--- src/rtl/call_request_unit.sv ---
// Floor call front end: synchronizes and debounces the three call buttons,
// latches pending calls and registers the next target floor for the controller.
module call_request_unit #(
   parameter int DEBOUNCE_CYCLES = 4
) (
   input  logic       clk_50,
   input  logic       reset,
   input  logic       button1_pushed,
   input  logic       button2_pushed,
   input  logic       button3_pushed,
   input  logic [1:0] current_floor,
   input  logic       door_open,
   input  logic       sos_mode,
   output logic       led1,
   output logic       led2,
   output logic       led3,
   output logic       next_valid,
   output logic [1:0] next_floor
);

   localparam logic [7:0] LP_N = 8'(DEBOUNCE_CYCLES);

   logic [3:1]       w_raw;
   logic [3:1]       r_s1, r_s2, r_acc, r_acc_d, r_pe, r_pend;
   logic [3:1][7:0]  r_cnt;
   logic             r_dir_up;
   logic [1:0]       r_last_floor;
   logic             r_next_valid;
   logic [1:0]       r_next_floor;
   logic             w_vld;
   logic [1:0]       w_nf;

   assign w_raw = {button3_pushed, button2_pushed, button1_pushed};

   // Synchronizer, debouncer and press-edge detector per button
   always_ff @(posedge clk_50) begin
      if (reset) begin
         r_s1    <= '1;
         r_s2    <= '1;
         r_acc   <= '1;
         r_acc_d <= '1;
         r_pe    <= '0;
         r_cnt   <= '0;
      end else begin
         r_s1    <= w_raw;
         r_s2    <= r_s1;
         r_acc_d <= r_acc;
         r_pe    <= r_acc_d & ~r_acc;
         for (int k = 1; k <= 3; k++) begin
            if (r_s2[k] == r_acc[k]) begin
               r_cnt[k] <= '0;
            end else if (r_cnt[k] + 8'd1 == LP_N) begin
               r_acc[k] <= r_s2[k];
               r_cnt[k] <= '0;
            end else begin
               r_cnt[k] <= r_cnt[k] + 8'd1;
            end
         end
      end
   end

   // Servicing a floor beats a simultaneous press at that floor
   always_ff @(posedge clk_50) begin
      if (reset) begin
         r_pend <= '0;
      end else if (sos_mode) begin
         r_pend <= '0;
      end else begin
         for (int k = 1; k <= 3; k++) begin
            if (door_open && current_floor == 2'(k))
               r_pend[k] <= 1'b0;
            else if (r_pe[k])
               r_pend[k] <= 1'b1;
         end
      end
   end

   // Direction follows valid floor changes only; 0 (unknown) is skipped
   always_ff @(posedge clk_50) begin
      if (reset) begin
         r_dir_up     <= 1'b1;
         r_last_floor <= 2'd0;
      end else if (current_floor != 2'd0) begin
         r_last_floor <= current_floor;
         if (r_last_floor != 2'd0) begin
            if (current_floor > r_last_floor)
               r_dir_up <= 1'b1;
            else if (current_floor < r_last_floor)
               r_dir_up <= 1'b0;
         end
      end
   end

   always_comb begin
      w_vld = |r_pend;
      w_nf  = 2'd0;
      case (current_floor)
         2'd2: begin
            if (r_pend[2])                 w_nf = 2'd2;
            else if (r_pend[1] && r_pend[3]) w_nf = r_dir_up ? 2'd3 : 2'd1;
            else if (r_pend[1])            w_nf = 2'd1;
            else if (r_pend[3])            w_nf = 2'd3;
         end
         2'd3: begin
            if (r_pend[3])      w_nf = 2'd3;
            else if (r_pend[2]) w_nf = 2'd2;
            else if (r_pend[1]) w_nf = 2'd1;
         end
         default: begin
            if (r_pend[1])      w_nf = 2'd1;
            else if (r_pend[2]) w_nf = 2'd2;
            else if (r_pend[3]) w_nf = 2'd3;
         end
      endcase
   end

   always_ff @(posedge clk_50) begin
      if (reset) begin
         r_next_valid <= 1'b0;
         r_next_floor <= 2'd0;
      end else begin
         r_next_valid <= w_vld;
         r_next_floor <= w_nf;
      end
   end

   assign led1       = r_pend[1];
   assign led2       = r_pend[2];
   assign led3       = r_pend[3];
   assign next_valid = r_next_valid;
   assign next_floor = r_next_floor;

endmodule

--- config.mk ---
export PLATFORM = sky130hd
export DESIGN_NAME = call_request_unit
export DESIGN_NICKNAME = d
export VERILOG_FILES = /design/src/rtl/call_request_unit.sv
export SDC_FILE = /design/constraint.sdc
export NUM_CORES = 1
export LEC_CHECK = 0
export CORE_MARGIN = 2
export CORE_UTILIZATION = 51
export CTS_CLUSTER_SIZE = 28
export DETAILED_ROUTE_END_ITERATION = 8
export PLACE_DENSITY = 0.83
export REMOVE_ABC_BUFFERS = 1
export SYNTH_ARGS = -nofsm -noshare
export SYNTH_HDL_FRONTEND = slang
export SYNTH_SLANG_ARGS = --single-unit
--- constraint.sdc ---
create_clock -name clk_50 -period 1.6 [get_ports clk_50]
set_input_delay 0.32 -clock clk_50 [delete_from_list [all_inputs] [get_ports clk_50]]
set_output_delay 0.32 -clock clk_50 [all_outputs]
set_load 0.01 [all_outputs]
# Word level (Yosys, flattened, before mapping)
# Index checks and enable logic that the tools add are counted.
op_classes:
  eq_ne: 9
  reduce_logical: 18
  muxes: 13
  order_cmp: 2
  addsub: 3
  bitwise: 5
ops:
  columns: ["cell", "count"]
  rows:
  - ["adder 8 x 1 -> 8 bit (second input constant)", 3]
  - ["equality test 8 x 3 -> 1 bit (second input constant)", 3]
  - ["OR reduction 3 bit", 7]
  - ["2-to-1 mux 2 bit", 9]
  - ["AND reduction 2 bit", 3]
  - ["nonzero test 2 bit", 3]
  - ["equality test 2 bit (second input constant)", 2]
  - ["logical AND 1 bit", 4]
  - ["one-hot mux 2 bit (2 select lines)", 1]
  - ["bitwise AND 3 bit", 1]
  - ["equality test 1 bit", 3]
  - ["2-to-1 mux 1 bit", 3]
  - ["NOT 1 bit", 3]
  - ["NOT 3 bit", 1]
  - ["AND reduction 3 bit", 1]
  - ["equality test 2 x 1 -> 1 bit (second input constant)", 1]
  - ["> comparator 2 bit", 1]
  - ["less-than comparator 2 bit", 1]
word_totals:
  word_cells: 67
  ff_bits: 48

# Logic depth before layout (Yosys ltp)
depth:
  ltp_word: 5
  mapped_depth: 6

# Worst setup path before layout
# OpenSTA, ideal clock, no wires.
synth_timing:
  kind: "register to register"
  startpoint: "register r_cnt[8] (netlist name)"
  endpoint: "register r_acc[2] (netlist name)"
  n_path_buf: 0
  setup_ns: 0.072
  synth_period_minus_slack_ns: 1.511
  arrival_ns: 1.439
  path_slack_ns: 0.089
  stages_incl_launch_ff: 7
  path_cell_list: "dfxtp_1 > ha_1 > and3_1 > nand3_1 > xor2_1 > o2111a_2 > mux2i_1"
synth_between:
  elab_chain_cells: 3
synth_lines:
  columns: ["item", "line_no", "source"]
  rows:
  - ["from (decl)", "25", "logic [3:1][7:0] r_cnt;"]
  - ["from (signal, indexed assignment)", "56", "r_cnt[k] <= r_cnt[k] + 8'd1;"]
  - ["adder 8 x 1 -> 8 bit", "52", "end else if (r_cnt[k] + 8'd1 == LP_N) begin"]
  - ["equality test 8 x 3 -> 1 bit", "52", null]
  - ["AND reduction 2 bit (no source line)", null, null]
  - ["to (signal, indexed assignment)", "53", "r_acc[k] <= r_s2[k];"]
  - ["to (decl)", "24", "logic [3:1] r_s1, r_s2, r_acc, r_acc_d, r_pe, r_pend;"]
# Every way passes these cells.
# A chain may end at the register's enable or synchronous reset.

# Worst setup path after layout
layout_timing:
  startpoint: "register r_cnt[9] (netlist name)"
  endpoint: "register r_cnt[9] (netlist name)"
layout_between:
  elab_chain_cells: 3
layout_lines:
  columns: ["item", "line_no"]
  rows:
  - ["adder 8 x 1 -> 8 bit *", "52, 56"]
  - ["equality test 8 x 3 -> 1 bit", "52"]
  - ["OR reduction 3 bit (no source line)", null]
# Every way passes the cells marked *; elsewhere a longest branch is shown, timed or not.

==> impl_metrics.toml <==
[power]
p_int_mw = 1.72
comb_power_share_pct = 4.2
ir_drop_mv = 0.484
p_per_area_nw_per_um2 = 905
seqPwrFrac_pct = 56.3
power_leakage_nw = 0.929
finalPower_mw = 2.16
power.share.clock_pct = 39.4
switching_power_mw = 0.437
power.share.switching_pct = 20.2

[clock_tree]
clock-sinks = 48
clockBufferDepth = 2
clock_latency_ns = 0.30
clk_root_buffer_cell = "clkbuf_8"
holdBufCountCts = 0
numCtsBuffers = 5
cts_tree = "yes"
h-tree-depth = 2
clkTransAtPathRegs_ns = 0.09

[critical_path]
critPathRequiredTime_ns = 1.83
critPathMaxFanout = 5
path_class = "reg -> reg"
startpoint_type = "flop"
worstSetupEndpointType = "flop"
crit_arrival_ns = 1.78

[logic_synthesis]
synth-edff-count = 0
ys_warn_count = 0
synth-seq-area-share_pct = 49.1
synth_area_um2 = 1960
synth_cell_types = 41
syn_avg_cell_area_um2 = 9.89
yosysMostFrequentCell = "dfxtp_1"
synthTopCellsByArea = "dfxtp_1 (49%), nor2_1 (5.8%), xor2_1 (5.4%)"
synthTopCellsByCount = "dfxtp_1 (48), nor2_1 (30), xor2_1 (12), xnor2_1 (11)"
postSynthCellCount = 198
synthFlopType = "dfxtp_1"
synth_seq_cells = 48
yosys.area.top_type = "dfxtp_1"
async_flop_share_pct = 0
synth_top_area_share_pct = 49.1

[global_routing]
busiest_layer = "met2"
grt_pass1_vias = 1324
overflow = 0
grt.total_usage_pct = 17.2
grt_pass1_wl_um = 5680
grtUsageMet2_pct = 29.8
groute.layer.met1.usage_pct = 20.1
grt_max_degree = 16
antenna_found_initial = 0
grtUsageMet3_pct = 4.09

[routing]
vias = 1392
ant_nets = 0
avgRoutedWirePerCell_um = 12.0
drt_wl_total_um = 3350
vias_per_cell = 4.97
drtIter0Drc = 69
drc_errors = 0
drt_pass1_iterations = 4

[timing]
hold_viol = 0
finClkSkew_ns = 0.00852
grt_setup_unrepaired = "true"
worst_pin_slew_ns = 0.308
fmax_mhz = 646
setup_viol = 0
hold_slack_ns = 0.402
finalCriticalPeriod_ns = 1.55
tns_ns = 0
relSlewSlack_pct = 79.5
finalCritPeriodShare_pct = 96.8
timing.final.max_slew_violations = 0
fin_ws_ns = 0.0516

[finish]
finalInstanceArea_um2 = 2380
insertedDiodeCount = 0
final_core_util_pct = 64.7
finalNonFillerCells = 280
layout.nets = 247
drive_gt1_share_pct = 21.6
synthToLayoutAreaGrowth_pct = 21.8

[flow_run]
maxCapViolations = 0

[floorplanning]
die_w_um = 66.0
start_util_pct = 53.1
die-area_um2 = 4350
row_count = 22
core_um2 = 3690
io_pins = 15
die_h_um = 66.0

[place]
place_area_um2 = 2230
dpl.cell_count = 270
dp_hpwl_um = 2390
portBuffers = 14
place_congestion = 0.785
place_ws_ns = -0.0284

[hold_path]
hold_path_class = "reg -> reg"

[outcome]
run_status = "finished, final reports clean"
==> cells by family (layout without fill, tap and decap cells) <==
kind of cell,Yosys count,count (layout),share of synthesized area [%]
and+or+nand+nor,83,83,23.2
DFF,48,48,49.1
AOI/OAI and AO/OA,24,24,9.27
xor gates and xnor gates,23,23,10.3
buffers and inverters,11,45,2.68
adders and majority gates,7,7,4.47
muxes,2,2,1.02
==> cell usage in the layout, fill, tap and decap left out, types with 3 or more instances in the layout <==
master	n
inv_1	8
and2_1	6
ha_1	6
nand2_1	6
clkdlybuf4s50_1	13
a21oi_1	4
nand3_1	7
and3_1	3
dfxtp_2	5
or2_2	8
o21ai_0	3
xor2_1	12
xnor2_1	11
buf_4	15
nand2b_1	6
nor3_1	3
dfxtp_1	43
nor2_1	30
clkbuf_8	5
and3_4	3
==> per-layer routing <==
layer / vias up / share of wire, %
met3: 7 / 3.2
met2: 24 / 49
met5: - / 0
met4: 0 / 1.9
li1: 734 / -
met1: 627 / 46
==> power groups by stage <==
| stage | clock (mW) | combinational (mW) | sequential, mW |
|---|---|---|---|
| 6_report | 0.851 | 0.0916 | 1.22 |
| 5_1_grt | 0.932 | 0.101 | 1.22 |
| 4_1_cts | 0.867 | 0.0919 | 1.22 |
| 3_5_place_dp | 0 | 0.0912 | 1.24 |
| 3_3_place_gp | 0 | 0.0878 | 1.24 |
| 2_1_floorplan | 0 | 0.0376 | 1.24 |
==> path summary, 6_finish.rpt <==
path	slack (ns)	to	from	cells after the start
min reg2reg	0.40	r_s2[3]	r_s1[3]	1
max	0.05	r_cnt[9]	r_cnt[9]	7
min	0.40	r_s2[3]	r_s1[3]	1
max reg2reg	0.05	r_cnt[9]	r_cnt[9]	7
==> sequential cells by signal (all words and copies together), names as in the netlist, 2 cells and up <==
name,count
r_cnt,24
r_acc,3
r_acc_d,3
r_pe,3
r_pend,3
r_s1,3
r_s2,3
next_floor,2
r_last_floor,2
==> what timing repair did <==
item	CTS	global route
setup buffers	0	2
setup endpoints to repair	1	10
resized for setup	1	8
==> worst max-delay path, cell delays in order, from the launching register on <==
cell and delay [ns]:
dfxtp_2 0.34, buf_4 0.12, and3_4 0.19, nand3_4 0.09, nor3b_1 0.15, o2111a_2 0.29, buf_4 0.14, nor3b_2 0.15
==> final cells by class <==
type / instances / area [um2]
clock buffers: 5 / 68.8
flip-flops and latches: 48 / 967
multi-input cells: 139 / 961
inverters: 8 / 30.0
repair buffers: 29 / 255
clock inverters: 3 / 42.5
well taps: 48 / 60.1
fillers: 311 / 1300
Power figures use the tool's default switching activity.
